**src/rtl/seq_det_pkg.sv**
```systemverilog
`default_nettype none
// ============================================================================
// Module   : seq_det_pkg
// Brief    : Shared types and constants for the serializer feeding the
//            101/110 sequence detector.
// Revision : 1.0
// ============================================================================
package seq_det_pkg;

   typedef enum logic [0:0] {
      IDLE  = 1'b0,
      SHIFT = 1'b1
   } state_t;

   localparam int WORDCNT_W = 16;

   // Bit-counter width; never narrower than one bit.
   function automatic int cnt_width(input int width);
      return (width < 2) ? 1 : $clog2(width);
   endfunction

endpackage
`default_nettype wire

```
**src/rtl/seq_hold_buf.sv**
```systemverilog
`default_nettype none
// ============================================================================
// Module   : seq_hold_buf
// Brief    : One-entry holding register; cleared by reset, push loads, pop empties.
// Revision : 1.0
// ============================================================================
module seq_hold_buf
   import seq_det_pkg::*;
#(
   parameter int WIDTH = 8
) (
   input  logic             clk,
   input  logic             rstn,
   input  logic [WIDTH-1:0] i_data,
   input  logic             i_push,
   input  logic             i_pop,
   output logic             o_valid,
   output logic [WIDTH-1:0] o_data
);

   logic             r_valid;
   logic [WIDTH-1:0] r_data;

   // Push and pop are mutually exclusive: push needs empty, pop needs full.
   always_ff @(posedge clk or negedge rstn) begin
      if (!rstn) begin
         r_valid <= 1'b0;
         r_data  <= '0;
      end else if (i_push) begin
         r_valid <= 1'b1;
         r_data  <= i_data;
      end else if (i_pop) begin
         r_valid <= 1'b0;
      end
   end

   assign o_valid = r_valid;
   assign o_data  = r_data;

endmodule
`default_nettype wire

```
**src/rtl/seq_bit_serializer.sv**
```systemverilog
`default_nettype none
// ============================================================================
// Module   : seq_bit_serializer
// Brief    : Parallel-to-serial feeder with a one-word holding buffer for
//            gap-free streaming into the 101/110 detector.
// Revision : 1.0
// ============================================================================
module seq_bit_serializer
   import seq_det_pkg::*;
#(
   parameter int WIDTH     = 8,
   parameter bit MSB_FIRST = 1'b1,
   parameter bit IDLE_BIT  = 1'b0
) (
   input  logic                 clk,
   input  logic                 rstn,
   input  logic [WIDTH-1:0]     s_data,
   input  logic                 s_valid,
   output logic                 s_ready,
   output logic                 ser_out,
   output logic                 ser_valid,
   output logic                 ser_last,
   output logic                 busy,
   output logic [WORDCNT_W-1:0] words_sent
);

   localparam int               CNT_W  = cnt_width(WIDTH);
   localparam logic [CNT_W-1:0] c_LAST = CNT_W'(WIDTH - 1);

   state_t                 r_state;
   state_t                 w_state_nxt;
   logic [WIDTH-1:0]       r_shift;
   logic [WIDTH-1:0]       w_shifted;
   logic                   w_head;
   logic [CNT_W-1:0]       r_bit_cnt;
   logic [WORDCNT_W-1:0]   r_words_sent;
   logic                   w_hold_valid;
   logic [WIDTH-1:0]       w_hold_data;
   logic                   w_accept;
   logic                   w_last;
   logic                   w_load_in;
   logic                   w_push;
   logic                   w_pop;

   // s_ready depends only on registered hold state.
   assign w_accept  = s_valid && !w_hold_valid;
   assign w_last    = (r_state == SHIFT) && (r_bit_cnt == c_LAST);
   assign w_load_in = w_accept && ((r_state == IDLE) || w_last);
   assign w_push    = w_accept && !w_load_in;
   assign w_pop     = w_last && w_hold_valid;

   generate
      if (MSB_FIRST) begin : g_msb_first
         assign w_head    = r_shift[WIDTH-1];
         assign w_shifted = {r_shift[WIDTH-2:0], IDLE_BIT};
      end else begin : g_lsb_first
         assign w_head    = r_shift[0];
         assign w_shifted = {IDLE_BIT, r_shift[WIDTH-1:1]};
      end
   endgenerate

   seq_hold_buf #(
      .WIDTH (WIDTH)
   ) u_hold (
      .clk     (clk),
      .rstn    (rstn),
      .i_data  (s_data),
      .i_push  (w_push),
      .i_pop   (w_pop),
      .o_valid (w_hold_valid),
      .o_data  (w_hold_data)
   );

   always_ff @(posedge clk or negedge rstn) begin
      if (!rstn) begin
         r_state <= IDLE;
      end else begin
         r_state <= w_state_nxt;
      end
   end

   always_comb begin
      w_state_nxt = r_state;
      case (r_state)
         IDLE:    if (w_accept) w_state_nxt = SHIFT;
         SHIFT:   if (w_last && !w_hold_valid && !w_accept) w_state_nxt = IDLE;
         default: w_state_nxt = IDLE;
      endcase
   end

   always_comb begin
      s_ready   = !w_hold_valid;
      ser_valid = (r_state == SHIFT);
      ser_last  = w_last;
      ser_out   = (r_state == SHIFT) ? w_head : IDLE_BIT;
      busy      = (r_state == SHIFT) || w_hold_valid;
   end

   // Next word (fresh or held) replaces the shift reg on the last-bit edge.
   always_ff @(posedge clk or negedge rstn) begin
      if (!rstn) begin
         r_shift      <= '0;
         r_bit_cnt    <= '0;
         r_words_sent <= '0;
      end else begin
         if (w_load_in) begin
            r_shift   <= s_data;
            r_bit_cnt <= '0;
         end else if (w_pop) begin
            r_shift   <= w_hold_data;
            r_bit_cnt <= '0;
         end else if (r_state == SHIFT) begin
            r_shift   <= w_shifted;
            r_bit_cnt <= w_last ? '0 : r_bit_cnt + 1'b1;
         end
         if (w_last) begin
            r_words_sent <= r_words_sent + 1'b1;
         end
      end
   end

   assign words_sent = r_words_sent;

endmodule
`default_nettype wire
```
**config.mk**
```make
export PLATFORM = sky130hd
export DESIGN_NAME = seq_bit_serializer
export DESIGN_NICKNAME = d
export VERILOG_FILES = /design/src/rtl/seq_det_pkg.sv /design/src/rtl/seq_hold_buf.sv /design/src/rtl/seq_bit_serializer.sv
export SDC_FILE = /design/constraint.sdc
export NUM_CORES = 1
export LEC_CHECK = 0
export CORE_ASPECT_RATIO = 0.6
export CORE_MARGIN = 2
export CORE_UTILIZATION = 36
export DETAILED_ROUTE_END_ITERATION = 8
export MAX_ROUTING_LAYER = met4
export PLACE_DENSITY_LB_ADDON = 0.2
export SYNTH_ARGS = -nofsm -noshare
export SYNTH_HDL_FRONTEND = slang
export SYNTH_SLANG_ARGS = --single-unit
```
**constraint.sdc**
```tcl
create_clock -name clk -period 2.1 [get_ports clk]
set_input_delay 0.63 -clock clk [delete_from_list [all_inputs] [get_ports clk]]
set_output_delay 0.63 -clock clk [all_outputs]
set_load 0.01 [all_outputs]
```
==> summary.md, run 1 <==
| Metric | Value |
|---|---|
| Status | `finished, final reports clean` |
| Period minus WS final | `1990 ps` |
| Residual DRC | `0` |
| Worst vdd ir | `0.5336 mV` |
| CP Class | `flop to primary output` |
| Fmax | `0.5026 GHz` |
| Vias in the first global route | `1,351` |
| Part of the Yosys area used for sequential elements | `51.07%` |
| Crit path required time | `1470 ps` |
| Worst R2R End | `u_hold.o_data[5]` |
| Launching point of the worst reg2reg path | `r_bit_cnt[0]` |
| Vias | `1,344` |
| Final Non-Filler Cells | `264` |
| CP Launch Type | `flop` |
| Synth warn | `0` |
| Final worst path period share | `94.74%` |
| Ant diodes | `0` |
| Max Fanout on Critical Path | `5` |
| Pre-CTS worst setup slack | `-2.316 ps` |
| Post-route worst setup slack | `110.4 ps` |
| Hold path cells | `1` |
| Clock power share | `16.4%` |
| Design area | `2308 sq um` |
| Inst Count DP | `257` |
| Switching pwr | `1.002 mW` |
| Total CTS buffers | `5` |
| Die area | `5638 sq um` |
| Maxcap violations | `0` |
| Critical Path End Type | `primary output` |
| P&R area growth vs syn | `27.33%` |
| Max-slew violation count | `0` |
| Number of antenna violations at the first check in global routing | `0` |
| Hold path startpoint | `u_hold.o_data[3]` |
| Rel. slew slack | `67.70%` |
| Clk_skew | `6.203 ps` |
| Leading cell types in the layout, fill and taps excluded | `dfrtp_1, clkdlybuf4s50_1, nand2_1` |
| Most common cell after layout, fill and taps aside | `dfrtp_1` |
| Ratio of cells with drive above 1 in the final layout | `16.42%` |
| Final Hold Fails | `0` |
| Boundary pin count | `32` |
| Tightest Pin Transition | `484.5 ps` |
| Net Sw Frac | `35.82%` |
| Area post-placement | `2227 sq um` |
| Via/cell ratio | `5.091` |
| Gate count of the mapped netlist | `160` |
| Reg2reg setup slack | `230 ps` |
| Final antenna-violating net count | `0` |
| Synthesized flop and latch total | `37` |
| Fin nets | `216` |
| Count of different cell masters after synthesis | `36` |
| Starting Density | `38.52%` |
| Port Buffers | `31` |
| Syn avg cell area | `11.33 sq um` |
| PD cells | `1212 nW/um^2` |
| Die Span X | `95.62 um` |
| Syn nets | `174` |
| TNS Setup | `0 ps` |
| Hold path endpoint | `u_hold.o_data[3]` |
| Detail-routed net length per standard cell | `15.82 um` |
| Internal power | `1.795 mW` |
| Fill cell count | `433` |
| Final Wtd Congestion | `0.8010` |
| DR pass1 iterations | `4` |
| GR Overflow Total | `0` |
| H-tree depth | `2` |
| Clock Latency Late Sink | `280 ps` |
| HPWL Detailed | `3.001 mm` |
| Largest net degree at the start of global routing | `38` |
| Global-route wire length before repair | `7.155 mm` |
| Power, Total | `2.798 mW` |
| CTS tree | `yes` |
| CP arrival | `1360 ps` |
| Reg2reg path depth | `7` |
| Hold slack final | `491.9 ps` |
| Clock buffer depth | `2` |
| Setup violators final | `0` |
| Clk slew on worst S/H paths | `70 ps` |
| CTS Sinks | `37` |
| Combinational power share | `43.2%` |
| Die height | `58.97 um` |
| LEAKAGE | `0.9976 nW` |
| Global-route usage over all layers | `17.69%` |
| Reg power frac | `40.4%` |
| Starting DRT DRC Count | `62` |
| CTS Root Cell | `clkbuf_8` |
| RSZ-0062 raised after global routing | `false` |
| Post-Syn Area | `1813 sq um` |
| WL final | `4.177 mm` |
| Min-delay worst type | `flop to flop` |
| Final core utilization | `49.04%` |
| Core Region | `4707 sq um` |
| Row cnt | `19` |
## how the worst max path moves through the flow
stage,to,cells past startpoint,start
2_1_floorplan,ser_last,5,r_bit_cnt[0]
3_3_place_gp,r_shift[7],6,s_valid
3_5_place_dp,r_shift[5],5,s_valid
4_1_cts,ser_last,5,r_bit_cnt[0]
5_1_grt,ser_out,2,ser_valid
6_report,ser_out,2,ser_valid
## repair_timing
item	4_1_cts	5_1_grt
pin swaps	0	0
endpoints found under the setup margin	2	2
setup buffers	1	0
gates resized for setup	4	3
hold buffers	0	0
## final cells by class
cell class / count / area, sq um / share of cell area, %
sequential: 37 / 927.1 / 40.16
multi-input combinational: 113 / 815.8 / 35.34
timing repair buffer: 42 / 401.6 / 17.40
tap: 63 / 78.83 / 3.415
clock buffer: 5 / 68.82 / 2.981
inverter: 3 / 11.26 / 0.4878
clock inverter: 1 / 5.005 / 0.2168
## layer usage
metal  track usage, %  up-vias  share of wire, %
met4            5.102        0               1.1
met3            4.835        5               4.6
li1                 -      657                 -
met1            25.47      651                50
met5                -        -                 0
met2            24.48       31                44
## logic make-up after synthesis
| logic type | after synthesis | synth area share, % |
|---|---|---|
| AO/OA/AOI/OAI | 38 | 14.15 |
| XOR/XNOR | 15 | 7.246 |
| adder cells (fa/ha/maj) | 3 | 2.071 |
| buffers and inverters | 10 | 4.072 |
| flip-flops | 37 | 51.07 |
| multiplexers | 9 | 5.590 |
| AND/OR/NAND/NOR | 48 | 15.80 |
## sequential cells by signal, indices dropped and copies added, names as in the netlist
name            cells
words_sent         16
r_shift             8
u_hold.o_valid      1
ser_valid           1
u_hold.o_data       8
r_bit_cnt           3
## power groups by stage
stage	Clock [mW]	Sequential, mW	Combinational [mW]
6_report	0.458	1.13	1.21
5_1_grt	0.508	1.17	1.34
4_1_cts	0.472	1.13	1.22
3_5_place_dp	0	1.14	1.20
3_3_place_gp	0	1.13	1.17
2_1_floorplan	0	1.12	0.791
## critical path, stage by stage, from the launching register on
cell             delay (ps)
dfrtp_2                 410
and2_1                  140
clkdlybuf4s50_1         530
## cells in the mapped netlist (all sizes together)
library cell	count	area [sq um]
dfrtp	37	925.9
nand2	15	58.81
xnor2	11	96.34
mux2	9	101.4
a21oi	8	40.04
o22ai	8	50.05
a211oi	7	52.55
buf	7	62.56
nand3	7	45.04
nor2	7	36.29
and2	6	37.54
o21ai	5	25.02
o2bb2ai	5	43.79
a22o	4	35.03
nand4	4	25.02
xor2	4	35.03
ha	3	37.54
inv	3	11.26
nor3	3	31.28
and3	2	12.51
nand2b	1	13.76
nor2b	1	13.76
o211a	1	10.01
or2	1	6.260
or3	1	6.260
(Power assumes the default switching activity.)
==> run 2: changes to the inputs <==
Settings changed: CORE_MARGIN 2 to 3.
==> run 2 against run 1 <==
Core utilization increased by 0.24 points. First-iteration DRC count increased by 21%. Wire length is 7.4% lower. Count of clock-buffer cells in the layout up 1. Worst setup slack better by 32 ps. Via count is 0.82% higher. Die area grew 5.6%. Sequential share of layout area decreased by 0.25 points. Clock skew is 2.7 ps lower. Clock power up 4%. Largest cell class unchanged. Fmax is 1.6% higher. Hold slack got worse by 18 ps.
==> summary.md, run 2 (synthesis gave the netlist of run 1 again) <==
| Metric | Value |
|---|---|
| Reg2reg setup slack | `190 ps (-40 ps)` |
| P&R area growth vs syn | `27.95%` |
| Maxcap violations | `0 (unchanged)` |
| Global-route wire length before repair | `6.279 mm (-12%)` |
| WL met1 | `2.018 mm (-4.1%)` |
| Reg2reg path depth | `7 (unchanged)` |
| Critical Path End Type | `primary output` |
| Hold_buf cts | `0 (unchanged)` |
| Vias in the first global route | `1,238 (-8.4%)` |
| Clk slew on worst S/H paths | `70 ps (about the same)` |
| Largest net degree at the start of global routing | `38 (unchanged)` |
| HPWL Detailed | `2.867 mm (-4.5%)` |
| Starting DRT DRC Count | `75 (+21%)` |
| CP Launch Type | `flop` |
| Vias | `1,355 (+0.82%)` |
| Max Fanout on Critical Path | `5 (unchanged)` |
| Core Region | `4707 sq um (unchanged)` |
| Crit path required time | `1470 ps (about the same)` |
| Final antenna-violating net count | `0 (unchanged)` |
| Tightest Pin Transition | `462.7 ps (-21.84 ps)` |
| Rel. slew slack | `69.15% (+1.5 points)` |
| Clk_skew | `3.508 ps (-2.695 ps)` |
| Leading cell types in the layout, fill and taps excluded | `dfrtp_1, clkdlybuf4s50_1, nand2_1` |
| Max-slew violation count | `0 (unchanged)` |
| TNS Setup | `0 ps (unchanged)` |
| Clock Latency Late Sink | `280 ps (about the same)` |
| Clock buffer depth | `2 (unchanged)` |
| Status | `finished, final reports clean` |
| Hold path cells | `1 (unchanged)` |
| CTS tree | `yes` |
| Final Hold Fails | `0 (unchanged)` |
| Max reg flops | `16 (unchanged)` |
| Die area | `5952 sq um (+5.6%)` |
| Worst R2R End | `u_hold.o_data[6]` |
| Fill cell count | `418 (-3.5%)` |
| WL final | `3.869 mm (-7.4%)` |
| Via/cell ratio | `5.094 (about the same)` |
| Hold path endpoint | `words_sent[15]` |
| RSZ-0062 raised after global routing | `false` |
| Total CTS buffers | `5 (unchanged)` |
| Worst vdd ir | `0.4408 mV (-17%)` |
| Number of antenna violations at the first check in global routing | `0 (unchanged)` |
| CTS Sinks | `37 (unchanged)` |
| Area post-placement | `2227 sq um (unchanged)` |
| Final Wtd Congestion | `0.8340 (+4.1%)` |
| Row cnt | `19 (unchanged)` |
| Boundary pin count | `32 (unchanged)` |
| CP arrival | `1330 ps (-30 ps)` |
| GR Overflow Total | `0 (unchanged)` |
| PD cells | `1206 nW/um^2 (-0.45%)` |
| DR pass1 iterations | `4 (unchanged)` |
| H-tree depth | `2 (unchanged)` |
| Detail-routed net length per standard cell | `14.55 um (-8.1%)` |
| Met2 wire length | `1.687 mm (-7.9%)` |
| Fmax | `0.5108 GHz (+1.6%)` |
| LEAKAGE | `1.008 nW (+1.1%)` |
| Ant diodes | `0 (unchanged)` |
| Crit path depth | `1 (-1)` |
| Die height | `60.97 um (+3.4%)` |
| Launching point of the worst reg2reg path | `r_bit_cnt[0]` |
| Critical path buffers and inverters | `1 (unchanged)` |
| Ratio of cells with drive above 1 in the final layout | `16.26% (-0.16 points)` |
| Design area | `2320 sq um (+0.49%)` |
| Die Span X | `97.62 um (+2.1%)` |
| CP Class | `flop to primary output` |
| CP top delay family | `buffers and inverters` |
| Met3 routed wirelength | `151 um (-22%)` |
| Hold path startpoint | `words_sent[15]` |
| Final core utilization | `49.28% (+0.24 points)` |
| Starting Density | `38.52% (unchanged)` |
| Period minus WS final | `1958 ps (-31.87 ps)` |
| Min-delay worst type | `flop to flop` |
| Setup violators final | `0 (unchanged)` |
| Max Used Layer | `met4` |
| Residual DRC | `0 (unchanged)` |
| CTS Root Cell | `clkbuf_8` |
| Port Buffers | `31 (unchanged)` |
| Max stage delay on crit path | `590 ps (+60 ps)` |
| CP cell instances | `clkdlybuf4s50_1` |
| Slowest cell on crit path | `clkdlybuf4s50_1` |
| Most common cell after layout, fill and taps aside | `dfrtp_1` |
| Fin nets | `216 (unchanged)` |
| Global-route usage over all layers | `14.05% (-3.6 points)` |
| Final worst path period share | `93.23% (-1.5 points)` |
-- run 2: cell types whose count changed in the layout (fill, tap and decap cells not counted), sizes merged --
cell and change:
clkbuf +1, clkinv +1, dlymetal6s2s +1, dlygate4sd2 -1
-- run 2: worst max path at each step --
stage | end | start | slack (ps)
2_1_floorplan | ser_last | r_bit_cnt[0] | 390
3_3_place_gp | u_hold.o_data[2] | s_valid | 80
3_5_place_dp | u_hold.o_data[6] | s_valid | 40
4_1_cts | busy | ser_valid | 10
5_1_grt | u_hold.o_data[6] | r_bit_cnt[0] | 70
6_report | words_sent[4] | words_sent[4] | 140
-- run 2: what timing repair did --
item,CTS,global route
buffers inserted,1,0
gates cloned,0,0
resized for setup,3,3
endpoints found under the setup margin,2,3
-- run 2: power by group --
group	switching, mW	total [mW]	internal [mW]
registers	0.172	1.13	0.960
logic	0.574	1.19	0.616
clock network	0.247	0.477	0.230
-- run 2: per-stage QoR --
step | cells | total power [mW] | hold WS [ps] | worst slack (ps)
5_1_grt | 266 | 3.000 | 499.7 | 68.99
3_5_place_dp | 257 | 2.332 | 466.9 | 41.97
6_report | 266 | 2.799 | 474.0 | 142.3
4_1_cts | 266 | 2.836 | 479.6 | 12.68
3_3_place_gp | 257 | 2.290 | 460.0 | 83.96
2_1_floorplan | 160 | 1.908 | 334.4 | 392.9
-- run 2: area by class of cell --
| type | instances | area [sq um] | area share [%] |
|---|---|---|---|
| sequential | 37 | 925.9 | 39.91 |
| multi-input combinational | 113 | 815.8 | 35.17 |
| timing repair buffer | 42 | 405.4 | 17.48 |
| tap | 63 | 78.83 | 3.398 |
| clock buffer | 6 | 72.57 | 3.128 |
| inverter | 3 | 11.26 | 0.4854 |
| clock inverter | 2 | 10.01 | 0.4315 |
-- run 2: layer usage --
metal	vias to the layer above	GRT usage, %
met5	-	-
met4	0	4.142
met3	2	4.363
met2	23	18.60
met1	668	20.27
li1	662	-
==> variant 1 (config.mk and constraints of run 1) <==
Reset style: synchronous (`rstn`), changed in 3 clocked blocks.
--- a/src/rtl/seq_hold_buf.sv
+++ b/src/rtl/seq_hold_buf.sv
@@ -22,7 +22,7 @@
    logic [WIDTH-1:0] r_data;
 
    // Push and pop are mutually exclusive: push needs empty, pop needs full.
-   always_ff @(posedge clk or negedge rstn) begin
+   always_ff @(posedge clk) begin
       if (!rstn) begin
          r_valid <= 1'b0;
          r_data  <= '0;
--- a/src/rtl/seq_bit_serializer.sv
+++ b/src/rtl/seq_bit_serializer.sv
@@ -71,7 +71,7 @@
       .o_data  (w_hold_data)
    );
 
-   always_ff @(posedge clk or negedge rstn) begin
+   always_ff @(posedge clk) begin
       if (!rstn) begin
          r_state <= IDLE;
       end else begin
@@ -97,7 +97,7 @@
    end
 
    // Next word (fresh or held) replaces the shift reg on the last-bit edge.
-   always_ff @(posedge clk or negedge rstn) begin
+   always_ff @(posedge clk) begin
       if (!rstn) begin
          r_shift      <= '0;
          r_bit_cnt    <= '0;
Function: differs if rstn is asserted again (counterexample within 4 cycles, from zero or initial values and one cycle with rstn low); with rstn held inactive, the same outputs for 10 cycles.
==> variant 1 against run 1 <==
Hold slack lost 0.041 ns. Area after synthesis is 5.6% higher. Worst setup slack worse by 0.075 ns. Sequential cell count stayed put. Final area up 11%. Wire length up 14%. Critical path type unchanged. Sequential share of layout area down 11 points. Count of clock-buffer cells in the layout unchanged. Highest routed layer unchanged.
Power is not compared: it rests on default switching activity, and its combinational part moved more than twofold at a synthesized area within 25%.
==> variant 1: results <==
[outcome]
status = "finished, final reports clean"

[setup_path]
cpPeakStageDelay_ns = 0.48
timing.rr.end = "words_sent[14]"
cp-endpoint = "busy"
cp_data_arrival_time_ns = 1.43
reg2regPathDepth = 8
reg2reg_from = "r_bit_cnt[0]"
crit_start = "ser_valid"
cp_max_fo = 6
rrSetupSlack_ns = 0.17

[global_route]
grt_pass1_wl_um = 7950
grt_max_degree = 30
gr-usage-all-layers_pct = 17.5
grt_pass1_vias = 1668

[placed_design]
place_congestion = 0.814
dpl.cell_count = 353
dpl.hpwl_um = 3430
portBuffers = 31
placed_area_mm2 = 0.00240
post-place-ws_ns = 0.0792

[final_layout]
largest_reg_flops = 16
nFillCells = 513
multi_input_gates = 193
inverters = 5
nets = 309
multi_input_comb_area_mm2 = 0.00109
seq_cell_count = 37
drive_above_1_share_pct = 13.9
buffers_excl_clock = 53
stdcell_area_mm2 = 0.00256
bufAreaShareNonClock_pct = 19.2
final-clk-cell-share_pct = 5.23
seqCellArea_um2 = 746

[logic_synthesis]
ys_async_sr_fraction_pct = 0
yosysSeqAreaShare_pct = 38.7
ys.flop_type = "dfxtp_1"
synth_nets = 266
synth_compound_area_share_pct = 19.7
synthTopCellsByCount = "nand2_1 (43), dfxtp_1 (37), a21oi_1 (32), o21ai_0 (25)"
yosys-top-cells-area = "dfxtp_1 (39%), nand2_1 (8.4%), a21oi_1 (8.4%)"
synthAdderAreaFrac_pct = 1.96
synthMuxAreaShare_pct = 0

[worst_hold_path]
holdCritStartpoint = "u_hold.o_data[6]"
hold_path_end = "u_hold.o_data[6]"
hold_depth = 2

[timing]
finalClockSkew_ns = 0.00589
relSlewSlack_pct = 78.3
setup_slack_ns = 0.0356

[routing]
wl_um = 4760
vias_per_cell = 4.94
drt-initial-drc-count = 69
via_count = 1787

[clock_network]
postCtsSetupRepairBufs = 0

[floorplan]
die_area_mm2 = 0.00594
-- variant 1: changes by cell type after synthesis, sizes merged, moves of 8 or more --
cell / run 1 / this run
dfrtp: 37 / 0
dfxtp: 0 / 37
nand2: 15 / 43
a21oi: 8 / 32
o21ai: 5 / 25
nor2b: 1 / 16
clkbuf: 0 / 14
mux2: 9 / 0
nor2: 7 / 16
nand3b: 0 / 8
o22ai: 8 / 0
-- variant 1: worst max-delay path: cells and delay by family (launching register included) --
family        cells  cell delay [ns]
buf+inv           1             0.48
flops             1             0.38
simple gates      1             0.29
-- variant 1: routing by layer --
layer	global-route usage, %	part of all wire [%]
met5	-	0
met4	4.11	0.65
met3	4.38	3.8
met2	25.6	40
met1	24.5	56
-- variant 1: where the power goes --
group          switching (W)  leakage (nW)  internal [W]  total [W]
Clock               0.000267        0.0681      0.000472   0.000739
Sequential         0.0000154         0.301      0.000723   0.000739
Combinational       0.000105         0.542     0.0000985   0.000203
==> variant 2 (settings of run 1) <==
Without the edit above. Set the parameter `MSB_FIRST` to 1'b0 (it was 1'b1).
--- a/src/rtl/seq_bit_serializer.sv
+++ b/src/rtl/seq_bit_serializer.sv
@@ -9,7 +9,7 @@
    import seq_det_pkg::*;
 #(
    parameter int WIDTH     = 8,
-   parameter bit MSB_FIRST = 1'b1,
+   parameter bit MSB_FIRST = 1'b0,
    parameter bit IDLE_BIT  = 1'b0
 ) (
    input  logic                 clk,
Behaviour: not the same (Yosys sat finds a counterexample within 4 cycles, from zero or initial values and one cycle with rstn low).
==> variant 2 against run 1 <==
Sequential cell count is the same. Non-clock buffer count decreased by 2. Wire length fell by 6.6%. Critical path depth unchanged. Total power up 6.6%. Sequential share of layout area shrank 0.73 points. Die area grew 0.19%. Fmax down 1.7%. Global-route usage is 1.4 points lower. Combinational power is 9.9% lower. Area after synthesis increased by 0.21%. Worst setup slack got worse by 0.034 ns. Final area grew 1.8%. Largest power group is now registers.
==> variant 2: results <==
[placed_design]
dpl.cell_count = 253
dpl.hpwl_um = 2840
place_congestion = 0.803
post-place-ws_ns = 0.00860
placed_area_mm2 = 0.00222
portBuffers = 31

[final_layout]
drive_above_1_share_pct = 22.2
largest_reg_flops = 16
nets = 211
nFillCells = 426

[setup_path]
rrSetupSlack_ns = 0.16
cp_max_fo = 8
crit_start = "ser_valid"
cp.depth = 2
cp_data_arrival_time_ns = 1.39
reg2regPathDepth = 7
crit_slowest_cell = "clkdlybuf4s50_1"
timing.rr.end = "u_hold.o_data[7]"
cp-endpoint = "ser_out"
cpPeakStageDelay_ns = 0.54
reg2reg_from = "r_bit_cnt[0]"

[logic_synthesis]
avgSynthCellArea_um2 = 11.5
synthTopCellsByCount = "dfrtp_1 (37), mux2_2 (15), nor2_1 (12), nand2_1 (11), o22ai_1 (9)"
synth_nets = 172
synthXorXnorAreaFrac_pct = 7.23
synth_cell_type_count = 37
yosysSeqAreaShare_pct = 51.0
synth_compound_area_share_pct = 9.92
yosys-top-cells-area = "dfrtp_1 (51%), mux2_2 (9.3%), xnor2_1 (3.9%)"
ys_async_sr_fraction_pct = 100
yosysMostFrequentCell = "dfrtp_1"
synthMuxAreaShare_pct = 10.5
synthAdderAreaFrac_pct = 2.07

[global_route]
grt_pass1_vias = 1365
gr-usage-all-layers_pct = 16.2
grt_max_degree = 38
grt_pass1_wl_um = 6570

[power_and_ir_drop]
peakVddDrop_v = 0.000439
leakagePower_nw = 1.01

[timing]
final-hold-violation-count = 0
fmax_ghz = 0.494
relSlewSlack_pct = 68.7
finalClockSkew_ns = 0.00480

[routing]
wl_per_cell_um = 14.9
vias_per_cell = 5.01
wl_um = 3900
drt-initial-drc-count = 40
dr.pass1.iters = 4

[clock_network]
cts_root_buf = "clkbuf_8"
postCtsSetupRepairBufs = 0
cts_hold_buffers = 0
numCtsBuffers = 5
htree_levels = 2

[outcome]
status = "finished, final reports clean"
[variant 2: changes by cell type in the layout (fill, tap and decap cells not counted), moves of 3 or more]
cell,run 1,this run
a22o_1,4,0
xor2_1,4,7
and2_1,6,3
o21ai_1,3,0
mux2_2,1,15
a211oi_1,7,0
xnor2_1,11,8
nor2_1,5,12
mux2_1,8,1
nand4_1,4,1
nand2_1,14,11
[variant 2: cell type report]
cell class	instances	share of cell area (%)
Clock inverter	3	2.77
Clock buffer	5	2.93
Multi-Input combinational cell	110	35.2
Inverter	3	0.479
Tap cell	63	3.35
Sequential cell	37	39.4
Timing Repair Buffer	40	15.8
[variant 2: through the flow]
| step | hold WS [ns] | utilization, % |
|---|---|---|
| global placement | 0.461 | 47.2 |
| detailed placement | 0.469 | 47.2 |
| CTS | 0.484 | 49.9 |
| floorplan | 0.334 | - |
| finish | 0.474 | 49.9 |
| global route | 0.498 | 49.9 |
[variant 2: logic make-up (layout without fill, tap and decap cells)]
kind of cell | count (synthesis) | after routing
AND/OR/NAND/NOR | 47 | 47
buffers and inverters | 11 | 51
flip-flops | 37 | 37
XOR/XNOR | 15 | 15
AO/OA/AOI/OAI | 28 | 28
adder cells (fa/ha/maj) | 3 | 3
multiplexers | 17 | 17
[variant 2: timing repair]
| item | 4_1_cts | 5_1_grt |
|---|---|---|
| pin swaps | 0 | 0 |
| resized for setup | 6 | 1 |
| endpoints found under the hold margin | 0 | 0 |
| endpoints found under the setup margin | 3 | 1 |
[variant 2: how the worst min path moves through the flow]
stage                        start              to  slack [ns]  cells past startpoint
finish              words_sent[15]  words_sent[15]        0.47                      1
global route        words_sent[15]  words_sent[15]        0.50                      1
CTS                 words_sent[15]  words_sent[15]        0.48                      1
detailed placement  words_sent[15]  words_sent[15]        0.47                      1
global placement    words_sent[15]  words_sent[15]        0.46                      1
floorplan                     rstn    r_bit_cnt[0]        0.33                      0
[variant 2: per-layer routing]
metal	vias to the layer above	track usage, %	wire length (um)
li1	629	-	-
met1	653	20.3	1800
met2	20	25.4	1920
met3	5	4.33	128
met4	0	6.53	51
met5	-	-	0
[variant 2: power by group]
group / switching (W) / total, W / internal, W
combinational: 0.000512 / 0.00109 / 0.000580
sequential: 0.000198 / 0.00116 / 0.000960
clock: 0.000262 / 0.000734 / 0.000472
